<file path="src/rtl/change_dispenser.sv">
// Greedy coin dispenser: pays out a change amount one coin per cycle, taking the
// largest denomination that still fits and is in stock, and flags inexact change.
module change_dispenser #(
  parameter int D0 = 1,
  parameter int D1 = 5,
  parameter int D2 = 10,
  parameter int D3 = 50
) (
  input  logic       clk,
  input  logic       rst,
  input  logic       start,
  input  logic [7:0] amt,
  input  logic       load,
  input  logic [1:0] load_sel,
  input  logic [7:0] load_cnt,
  output logic [1:0] coin,
  output logic       coin_vld,
  output logic       busy,
  output logic       done,
  output logic       err,
  output logic [7:0] rem,
  output logic [7:0] inv_q
);

  typedef enum logic [1:0] {IDLE, DISP, FIN} state_t;

  localparam int DENOM [4] = '{D0, D1, D2, D3};

  state_t     state;
  logic [7:0] inv [4];

  logic       pick_ok;
  logic [1:0] pick;
  logic [7:0] pick_val;

  // Ascending scan, last hit wins: denominations increase with code, so the
  // surviving pick is the largest coin that fits the remainder and is stocked.
  always_comb begin
    pick_ok  = 1'b0;
    pick     = 2'd0;
    pick_val = 8'd0;
    for (int k = 0; k < 4; k++) begin
      if (inv[k] != 8'd0 && DENOM[k] <= int'(rem)) begin
        pick_ok  = 1'b1;
        pick     = 2'(k);
        pick_val = 8'(DENOM[k]);
      end
    end
  end

  assign inv_q = inv[load_sel];

  always_ff @(posedge clk or posedge rst) begin
    if (rst) begin
      state    <= IDLE;
      for (int k = 0; k < 4; k++) inv[k] <= 8'd0;
      rem      <= 8'd0;
      coin     <= 2'd0;
      coin_vld <= 1'b0;
      busy     <= 1'b0;
      done     <= 1'b0;
      err      <= 1'b0;
    end else begin
      case (state)
        IDLE: begin
          coin_vld <= 1'b0;
          done     <= 1'b0;
          if (load) inv[load_sel] <= load_cnt;
          if (start) begin
            rem   <= amt;
            err   <= 1'b0;
            busy  <= 1'b1;
            state <= DISP;
          end
        end
        DISP: begin
          if (pick_ok) begin
            coin      <= pick;
            coin_vld  <= 1'b1;
            rem       <= rem - pick_val;
            inv[pick] <= inv[pick] - 8'd1;
          end else begin
            // Nothing fits: whatever remains is the shortfall reported to the host.
            coin_vld <= 1'b0;
            busy     <= 1'b0;
            done     <= 1'b1;
            err      <= (rem != 8'd0);
            state    <= FIN;
          end
        end
        FIN: begin
          coin_vld <= 1'b0;
          done     <= 1'b0;
          state    <= IDLE;
        end
        default: state <= IDLE;
      endcase
    end
  end

endmodule

</file>
<file path="config.mk">
export PLATFORM = sky130hd
export DESIGN_NAME = change_dispenser
export DESIGN_NICKNAME = d
export VERILOG_FILES = /design/src/rtl/change_dispenser.sv
export SDC_FILE = /design/constraint.sdc
export NUM_CORES = 1
export LEC_CHECK = 0
export BUFFER_PORTS_ARGS = -buffer_cell sky130_fd_sc_hd__buf_2
export CORE_ASPECT_RATIO = 1.75
export CORE_MARGIN = 4
export CORE_UTILIZATION = 55
export CTS_CLUSTER_SIZE = 24
export DETAILED_ROUTE_END_ITERATION = 16
export PLACE_DENSITY = 0.78
export SYNTH_ARGS = -nofsm -noshare
export SYNTH_HDL_FRONTEND = slang
export SYNTH_SLANG_ARGS = --single-unit
export TNS_END_PERCENT = 1
</file>
<file path="constraint.sdc">
create_clock -name clk -period 3.3 [get_ports clk]
set_input_delay 0.66 -clock clk [delete_from_list [all_inputs] [get_ports clk]]
set_output_delay 0.66 -clock clk [all_outputs]
set_load 0.02 [all_outputs]
</file>
# Word-level counts from Yosys, hierarchy flattened
# Index checks and enable logic that the tools add are counted.
# W data, S select, Z words.
[word_totals] input_bits=22 out_inout_bits=22 ff_bits=48
[op_classes] n_lt_le_gt_ge=8 bitwise=2 n_eq_ne=6 reduce_logical=21 addsub=2 mux=42
[ops] op="$mux W8" n=11
[ops] op="$bwmux W32" n=2
[ops] op="$mux W32" n=2
[ops] op="$pmux W32 S2" n=1
[ops] op="$reduce_bool A8 Y1" n=5
[ops] op="$bmux W8 S2" n=2
[ops] op="$demux W8 S2" n=2
[ops] op="$pmux W8 S2" n=1
[ops] op="$mux W1" n=12
[ops] op="$reduce_and A3 Y1" n=3
[ops] op="$le A1 B8 Y1 const A" n=1
[ops] op="$le A3 B8 Y1 const A" n=1
[ops] op="$le A4 B8 Y1 const A" n=1
[ops] op="$le A6 B8 Y1 const A" n=1
[ops] op="$mux W2" n=4
[ops] op="$ne A2 B2 Y1 const B" n=4
[ops] op="$pmux W1 S2" n=4
[ops] op="$sub A8 B1 Y8 const B" n=1
[ops] op="$sub A8 B8 Y8" n=1
[ops] op="$ge A3 B3 Y1 const B" n=2
[ops] op="$logic_and A1 B1 Y1" n=6
[ops] op="$lt A3 B1 Y1 const B" n=2
[ops] op="$not A2 Y3" n=2
[ops] op="$reduce_and A2 Y1" n=3
[ops] op="6 further kinds" n=7

# Longest topological paths before layout
# Gate-level depths: netlist (run 1).
[depth] word_depth=13 depth_mapped=16

# Worst setup path after synthesis (run 1)
# Ideal clock, no wire load.
[synth_timing] path_type="reg2reg" start="register rem[7]" end="register rem[6]" period_less_slack_ps=3032 slack_ps=268 path_stages_with_launch=17 setup_ps=125 arrival_time_ps=2907 t_required_ps=3175 path_cell_list="dfrtp_1 nor4_4 and3b_1 buf_2 nor2_1 nor2_1 nor2_1 ha_1 fa_1 nor2b_1 o21ai_0 nand2b_1 a21o_1 a21o_1 nand2_1 a21oi_1 a21oi_1"
[synth_between] elab_chain_len=9 elab_cells_between_ends=21
[synth_rtl] element="from (decl)" line_no="21" source="output logic [7:0] rem,"
[synth_rtl] element="from (signal assigned)" line_no="70" source="rem <= amt;"
[synth_rtl] element="from (signal assigned)" line_no="80" source="rem <= rem - pick_val;"
[synth_rtl] element="$le A1 B8 Y1" line_no="43" source="if (inv[k] != 8'd0 && DENOM[k] <= int'(rem)) begin"
[synth_rtl] element="$logic_and A1 B1 Y1" line_no="43"
[synth_rtl] element="$mux W1" line_no="43"
[synth_rtl] element="$mux W8 (3 in a row)" line_no="43"
[synth_rtl] element="$sub A8 B8 Y8" line_no="80"
[synth_rtl] element="$mux W8" line_no="77" source="if (pick_ok) begin"
[synth_rtl] element="$pmux W8 S2" line_no="64" source="case (state)"
# Parallel ways exist; a longest one is shown, timed or not. The select of a mux whose other input is x is not followed.
# A chain may end at the register's enable or synchronous reset.

# Final worst setup path (run 1)
[layout_timing] start="register rem[5]" end="register inv[14] (netlist bit)"
[layout_between] elab_chain_len=13 elab_cells_between_ends=30
[layout_rtl] element="$le A3 B8 Y1" line_no="43"
[layout_rtl] element="$logic_and A1 B1 Y1" line_no="43"
[layout_rtl] element="$mux W1" line_no="43"
[layout_rtl] element="$mux W2 (2 in a row)" line_no="43"
[layout_rtl] element="$not A2 Y3 (implied by the code)" line_no="81" source="inv[pick] <= inv[pick] - 8'd1;"
[layout_rtl] element="$bmux W8 S2, or another cell as far along" line_no="81"
[layout_rtl] element="$mux W8 (implied by the code) or $logic_and A1 B1 Y1 (tied branches)" line_no="81"
[layout_rtl] element="$mux W8 (implied by the code)" line_no="81"
[layout_rtl] element="$sub A8 B1 Y8 or $demux W8 S2 (tied branches)" line_no="81"
[layout_rtl] element="$bwmux W32" line_no="81"
[layout_rtl] element="$mux W32" line_no="77"
[layout_rtl] element="$pmux W32 S2" line_no="64"
[layout_rtl] element="to (signal, indexed assignment)" line_no="68" source="if (load) inv[load_sel] <= load_cnt;"
[layout_rtl] element="to (signal, indexed assignment)" line_no="81"
[layout_rtl] element="to (decl)" line_no="30" source="logic [7:0] inv [4];"
# Parallel ways exist; a longest one is shown, timed or not. The select of a mux whose other input is x is not followed.

==> results of run 1 <==
flip-flops by register name, summed over array words and instances, names as in the netlist:
signal,cells
busy,1
coin,2
coin_vld,1
done,1
err,1
inv,32
rem,8
state,2
final timing paths:
check | endpoint | slack, ns | start | depth (start not counted)
hold reg to reg | done | 0.50 | done | 1
setup / recovery | inv[14] | 0.14 | rem[5] | 8
min in group asynchronous | inv[21] | 0.58 | rst | 2
max in group asynchronous | rem[2] | 2.02 | rst | 2
setup reg to reg | inv[14] | 0.14 | rem[5] | 8
hold / removal | done | 0.50 | done | 1
final cells by class:
| class | count | area [um^2] |
|---|---|---|
| well taps | 78 | 97.6 |
| multi-input cells | 287 | 2070 |
| inverters | 14 | 52.6 |
| repair buffers | 70 | 418 |
| flip-flops and latches | 48 | 1200 |
| clock buffers | 5 | 68.8 |
| clock inverters | 3 | 42.5 |
| fillers | 514 | 1920 |
through the flow:
stage | setup WS [ns] | hold WS [ns] | utilization [%] | cells
after floorplan | 0.268 | 0.495 | - | 370
after global placement | 0.113 | 0.469 | 63.9 | 495
after detailed placement | 0.0252 | 0.476 | 63.9 | 495
after CTS | 0.00673 | 0.498 | 65.8 | 503
after global routing | -0.0147 | 0.512 | 67.3 | 505
final | 0.142 | 0.496 | 67.3 | 505
critical path, stage by stage, from the launching register on:
cell	delay [ns]
dfrtp_1	0.47
nor4_4	0.09
and3b_2	0.25
a31oi_1	0.32
nor3_2	0.14
a211oi_4	0.75
o21ai_1	0.56
nand2_1	0.21
o221ai_1	0.17
repair_timing:
| action | 4_1_cts | 5_1_grt |
|---|---|---|
| resized for setup | 0 | 19 |
| setup endpoints to repair | 0 | 18 |
| setup buffers | 0 | 2 |
logic make-up after synthesis:
kind of cell               after synthesis  share of synthesized area (%)
AOI/OAI and AO/OA                      135                           29.1
adders and majority gates                8                           3.21
DFF                                     48                           35.8
and+or+nand+nor                        126                           19.0
buffers and inverters                   35                           4.29
muxes                                   11                           6.31
xor gates and xnor gates                 7                           2.28
routing by layer:
metal  up-vias  part of all wire, %  global-route usage (%)
li1       1513                    -                       -
met1      1622                   34                    35.0
met2       199                   50                    50.5
met3        76                  6.7                    6.29
met4         0                  8.3                    23.3
met5         -                    0                       0
power groups by stage:
stage	registers (mW)	clock network, mW	logic (mW)
detailed placement	1.10	0	2.20
global route	1.15	0.465	2.51
CTS	1.09	0.445	2.21
global placement	1.09	0	2.16
floorplan	1.09	0	1.48
finish	1.13	0.437	2.29
cell usage in the layout (no fill, tap or decap), types with 3 or more instances in the layout:
cell       n
o22ai_1    3
nor2b_1    7
xnor2_1    3
nand3_1   13
clkbuf_8   5
o21ai_1   13
o211ai_1   4
nor4_4     3
mux4_2     8
o221ai_1  12
o21ai_0   24
dfrtp_1   45
a22oi_1    7
a221oi_1   4
xnor2_2    3
a21oi_1   23
a31oi_1    3
a21o_1     3
inv_1     12
nor2_1    29
nand2_1   42
buf_2     43
dfrtp_2    3
nor4_1     3
o31ai_1    3
nor3_1     5
ha_1       7
buf_4     27
a22o_1    15
==> run metrics, run 1 <==
CTS tree=done; register bit total from synthesis=48; P per Cell Area=975 nW/um^2; Leak=1.73 nW; root buffer cell=clkbuf_8; CTS buffer count=5; Max-Cap Viols=0; most frequent cell after synthesis=dfrtp_1; htree depth=2; overall power=3.86 mW; Via density=~6.8; GR Util All Layers=31.4%; sequential power share=29.2%; Crit Path Max Fanout=19; Post-Syn Nets=400; DP Area=roughly 3800 um^2; period utilization=approximately 96%; internal power=between 2 and 2.5 mW; CP Class=reg2reg; Seq/Total Area, Yosys=35.8%; Synth area leaders=dfrtp_1 (36%), mux4_2 (5.4%), nand2_1 (4.7%); Synth top cells by count=dfrtp_1 (48), nand2_1 (42), nor2_1 (30); ys async rst share=100%; Critical Path RT=approximately 3.4 ns; post-synthesis cell count=370; Net Sw Power=1.82 mW; Synth Flop Type=dfrtp_1; Critical Path Source Type=register; Avg Cell Area, Syn=9.06 um^2; number of warnings issued by yosys=0; maximum buffer depth of the clock tree=2; vias in the first global route=~3400; final RePlAce weighted congestion=1.02; layout cells sized above 1=29.3%; EDFF count, synth=0; Clock Latency Late Sink=about 0.32 ns; Net Sw Frac=a little under half; wire per inst=21.8 um; top cell type's share of synthesized area=35.8%; chip width=67 um; Final #Nets=456; fin. max-slew vios=0; Site Rows=37; Core Footprint=just under 6000 um^2; Tmin final=3.16 ns; final hold vios=0; Total Wirelength=around 11000 um; post-route cell area=3960 um^2; Slew @ Worst Pin=~1.2 ns; clock-pin slew reported for the worst setup and hold paths after clock tree synthesis=0.09 ns; remaining antenna violation count=0; maximum number of pins on one net before global-route repair=49; setup tns final=0 ns; Initial Util=57.0%; Die Y=111 um; initial antenna violation count=0; first-pass GRT wire length=17600 um; first-pass iteration count of the detailed router=5; synth unique cells=64; routed vias=approximately 3400; Mapped Area=3350 um^2; Finish-stage setup viols=0; # hold bufs at CTS=0; Post-DP HPWL=8330 um; Fmax=0.317 GHz; Synth area leader=dfrtp_1; I/O pin count=44; Clk pwr share=11.3%; Min-Delay Path Class=reg2reg; area grow syn2layout=18.1%; CP arrival=~3.3 ns; VDD IR-drop max=0.606 mV; grt total ovfl=0; status=finished clean; clock sinks=48; final setup skew=0.0111 ns; Critical Path End Type=register; RSZ-0062 raised after global routing=true; die area=between 7000 and 8000 um^2; Rel. slew slack=around a fifth; Combinational Power Share=59.4%; PortBufs=43; number of remaining DRC errors=0; n_diodes=0; Starting DRT DRC Count=391
Note: power is estimated with default switching activity, not from simulation.
==> run 2: changes to the inputs <==
- CTS_BUF_LIST: default -> sky130_fd_sc_hd__clkbuf_8 sky130_fd_sc_hd__clkbuf_16
- SLEW_MARGIN: default -> 20
==> run metrics, run 2 (synthesis results as in run 1) <==
Net Sw Frac=47.1%; most frequent cells in the layout=dfrtp_1 (45), buf_2 (43), nand2_1 (42); Via density=6.72; Reg with most FFs=inv; Crit Path Max Fanout=4; Core Footprint=5880 um^2; clock-pin slew reported for the worst setup and hold paths after clock tree synthesis=~0.09 ns; layout cells sized above 1=28.7%; Critical Path End Type=register; # hold bufs at CTS=0; remaining antenna violation count=0; Max-Cap Viols=0; Post-DP HPWL=8330 um; Critical Path RT=3.44 ns; Net Sw Power=about 1.8 mW; I/O pin count=44; fin. max-slew vios=0; Finish-stage setup viols=0; final RePlAce weighted congestion=1.02; Slew @ Worst Pin=between 0.8 and 0.9 ns; CP Class=reg2reg; n_diodes=0; number of setup buffers added after CTS=0; vias in the first global route=approximately 3400; Largest register FFs=32; sequential power share=29.3%; RSZ-0062 raised after global routing=true; maximum buffer depth of the clock tree=2; PortBufs=43; period utilization=97.3%; first-pass GRT wire length=roughly 18000 um; number of remaining DRC errors=0; non-filler cells, final=503; Combinational Power Share=59.4%; area grow syn2layout=17.3%; wire per inst=21.8 um; Fmax=slightly above 0.3 GHz; CP arrival=3.35 ns; DP Area=about 3800 um^2; CTS tree=done; clock sinks=48; Initial Util=between 50% and 60%; root buffer cell=clkbuf_8; final hold vios=0; maximum number of pins on one net before global-route repair=49; VDD IR-drop max=0.590 mV; die area=7450 um^2; Die Y=111 um; chip width=between 60 and 70 um; Clock Latency Late Sink=0.32 ns; routed vias=around 3400; Total Wirelength=11000 um; Critical Path Source Type=register; Clk pwr share=11.4%; Leak=1.70 nW; final setup skew=around 0.0098 ns; Min-Delay Path Class=in2async; GR Util All Layers=31.4%; CTS buffer count=5; P per Cell Area=976 nW/um^2; first-pass iteration count of the detailed router=5; post-route cell area=3930 um^2; DP Cell Count=495; internal power=2.03 mW; Final #Nets=454; htree depth=2; most common cell after layout, fill and taps aside=dfrtp_1; setup tns final=0 ns; Tmin final=roughly 3.2 ns; Starting DRT DRC Count=432; final core area utilization=between 60% and 70%; grt total ovfl=0; Top Registers=inv x32, rem x8; status=finished clean; Site Rows=37; layout filler cell count=509; initial antenna violation count=0; Rel. slew slack=41.7%
-- run 2: per-layer routing --
layer	up-vias	part of all wire, %	GRT usage, %
met5	-	0	0
met3	70	7.1	6.29
met2	207	51	50.5
met4	0	7.9	23.3
li1	1504	-	-
met1	1601	34	35.0
-- run 2: layout make-up --
type / instances / area, um^2 / area share, %
sequential: 48 / 1200 / 30.7
inverter: 14 / 53.8 / 1.37
multi-input combinational: 287 / 2060 / 52.4
tap: 78 / 97.6 / 2.48
timing repair buffer: 68 / 403 / 10.3
clock buffer: 5 / 68.8 / 1.75
clock inverter: 3 / 42.5 / 1.08
-- run 2: power by group through the flow --
stage / clock [mW] / sequential (mW) / combinational (mW)
after detailed placement: 0 / 1.10 / 2.20
after global routing: 0.465 / 1.14 / 2.49
after global placement: 0 / 1.09 / 2.16
final: 0.436 / 1.12 / 2.28
after CTS: 0.445 / 1.09 / 2.21
after floorplan: 0 / 1.09 / 1.48
-- run 2: timing repair --
item	in CTS	in global routing
gates resized for setup	0	14
endpoints found under the hold margin	0	0
endpoints found under the setup margin	0	18
-- run 2: worst max-delay path: stages, from the launching register on --
cell and delay [ns]:
dfrtp_1 0.45, nor4_2 0.40, buf_4 0.20, a22oi_1 0.10, nor4_1 0.39, o21ai_1 0.21, nand2_1 0.12, ha_1 0.21
o31ai_1 0.10, nor3_2 0.24, nand2_1 0.14, xnor2_2 0.24, o221ai_1 0.22
-- run 2: worst paths after layout --
check                      startpoint  depth (start not counted)      end  slack [ns]
setup / recovery              inv[12]                         12  inv[14]        0.09
hold / removal                    rst                          2  inv[21]        0.47
setup reg to reg              inv[12]                         12  inv[14]        0.09
hold reg to reg                  done                          1     done        0.50
max in group asynchronous         rst                          2   rem[2]        2.28
min in group clk                 done                          1     done        0.50
-- run 2: stage by stage --
stage	power [mW]	worst slack, ns	hold slack [ns]
finish	3.83	0.0895	0.473
global route	4.10	-0.122	0.512
CTS	3.74	0.00673	0.498
detailed placement	3.29	0.0252	0.476
global placement	3.25	0.113	0.469
floorplan	2.58	0.268	0.495
==> run 3: changes to the inputs <==
- GPL_TIMING_DRIVEN: default -> 0
==> run metrics, run 3 (synthesis results as in run 1) <==
first-pass iteration count of the detailed router=5; CP Class=reg2reg; crit path cell chain=nor4_4, buf_4, and3b_2, a31oi_2, nor2_2, nor2_1, ha_1, fa_2, nor2b_2, o21ai_0, nand2b_1, a21o_1, a21o_1, nand2_1, a21oi_1, a21oi_1; Initial Util=57.0%; Site Rows=37; Net Sw Frac=47.5%; number of remaining DRC errors=0; routed vias=3392; internal power=a little under 2 mW; Core Footprint=between 5000 and 6000 um^2; crit path capture=rem[6]; Starting DRT DRC Count=around 420; fin. max-slew vios=0; Critical Path RT=3.49 ns; Fmax=0.320 GHz; Critical Path End Type=register; Worst R2R End=rem[6]; CTS tree=done; PortBufs=43; Min-Delay Path Class=in2async; sequential power share=31.3%; period utilization=94.7%; CP max-delay cell=dfrtp_1; Clk pwr share=between 10% and 20%; PnR worst setup slack=0.174 ns; Leak=1.69 nW; die area=7450 um^2; GR Util All Layers=31.5%; Rel. slew slack=between 30% and 40%; area grow syn2layout=18.0%; initial antenna violation count=0; Min Hold Slack=between 0.3 and 0.4 ns; Clock Latency Late Sink=just over 0.3 ns; I/O pin count=between 40 and 50; CP arrival=3.32 ns; layout cells sized above 1=27.1%; root buffer cell=clkbuf_8; Tmin final=3.13 ns; clock-pin slew reported for the worst setup and hold paths after clock tree synthesis=0.08 ns; Net Sw Power=1.79 mW; htree depth=2; Critical Path Source Type=register; maximum number of pins on one net before global-route repair=31; first-pass GRT wire length=around 17000 um; Die Y=about 110 um; Via density=6.66; Top Registers=inv x32, rem x8; Critical R2R Launch=rem[4]; P per Cell Area=953 nW/um^2; maximum buffer depth of the clock tree=2; FF+latch area=1200 um^2; Max stage delay on crit path=0.47 ns; final setup skew=0.00841 ns; reg-to-reg setup timing slack=0.17 ns; clock sinks=48; wire per inst=around 22 um; reg2reg path depth=16; n_diodes=0; remaining antenna violation count=0; Max-Cap Viols=0; layout filler cell count=502; Slew @ Worst Pin=slightly above 0.9 ns; area occupied by multi-input gates=2090 um^2; status=finished clean; chip width=67 um; final hold vios=0; # hold bufs at CTS=0; CTS buffer count=5; Crit Path Max Fanout=5; Total Wirelength=roughly 11000 um; Worst Setup SP=rem[4]; Combinational Power Share=a little under three fifths; Largest register FFs=32; Finish-stage setup viols=0; most frequent cells in the layout=buf_2 (48), dfrtp_1 (45), nand2_1 (42); final RePlAce weighted congestion=1.03; grt total ovfl=0; most common cell after layout, fill and taps aside=buf_2; Final #Nets=460; Post-DP HPWL=8470 um; Placement Setup Slack=-0.102 ns; VDD IR-drop max=0.578 mV; final core area utilization=67.2%; vias in the first global route=between 3000 and 4000; Reg with most FFs=inv
[run 3: cell count changes in the layout (fill, tap and decap cells not counted), sizes merged]
cell      previous run  this run
clkinv               2         1
clkinvlp             1         0
buf                 68        61
inv                 13        15
clkbuf               5        18
[run 3: power groups by stage]
stage | clock [mW] | sequential, mW | combinational, mW
floorplan | 0 | 1.09 | 1.48
global placement | 0 | 1.13 | 1.99
detailed placement | 0 | 1.13 | 2.02
CTS | 0.429 | 1.14 | 2.05
global route | 0.454 | 1.20 | 2.37
finish | 0.424 | 1.18 | 2.17
[run 3: worst max-delay path: cells and delay by family (launching register included)]
family                     cells  cell delay (ns)
AOI/OAI and AO/OA              6             0.63
adders and majority gates      2             0.58
buffers and inverters          1             0.18
DFF                            1             0.47
and+or+nand+nor                7             1.14
[run 3: worst min path at each step]
stage          endpoint  cells past startpoint    start
2_1_floorplan   inv[16]                      2  inv[16]
3_3_place_gp       done                      1     done
6_report         rem[7]                      2      rst
4_1_cts          rem[7]                      2      rst
5_1_grt          rem[7]                      2      rst
3_5_place_dp       done                      1     done
[run 3: area by class of cell]
class,count,area share (%)
Multi-Input combinational cell,287,52.8
Clock buffer,5,1.74
Sequential cell,48,30.5
Timing Repair Buffer,54,7.85
Buffer,20,2.34
Tap cell,78,2.47
Clock inverter,3,0.981
Inverter,14,1.33
[run 3: through the flow]
step,setup TNS (ns),area (um^2),instances,power [mW]
2_1_floorplan,0,3350,370,2.58
3_3_place_gp,-0.137,3660,491,3.12
3_5_place_dp,-0.316,3680,492,3.15
4_1_cts,-0.0152,3840,503,3.62
5_1_grt,-0.0663,3950,509,4.02
6_report,0,3950,509,3.77
[run 3: what timing repair did]
action | in CTS | in global routing
endpoints found under the setup margin | 6 | 10
resized for setup | 3 | 18
pin swaps | 1 | 6
setup buffers | 3 | 7
[run 3: metal layers]
| metal | GRT usage, % | share of wire, % |
|---|---|---|
| met1 | 36.3 | 35 |
| met2 | 53.2 | 52 |
| met3 | 4.77 | 7.3 |
| met4 | 17.8 | 5.5 |
| met5 | 0 | 0 |
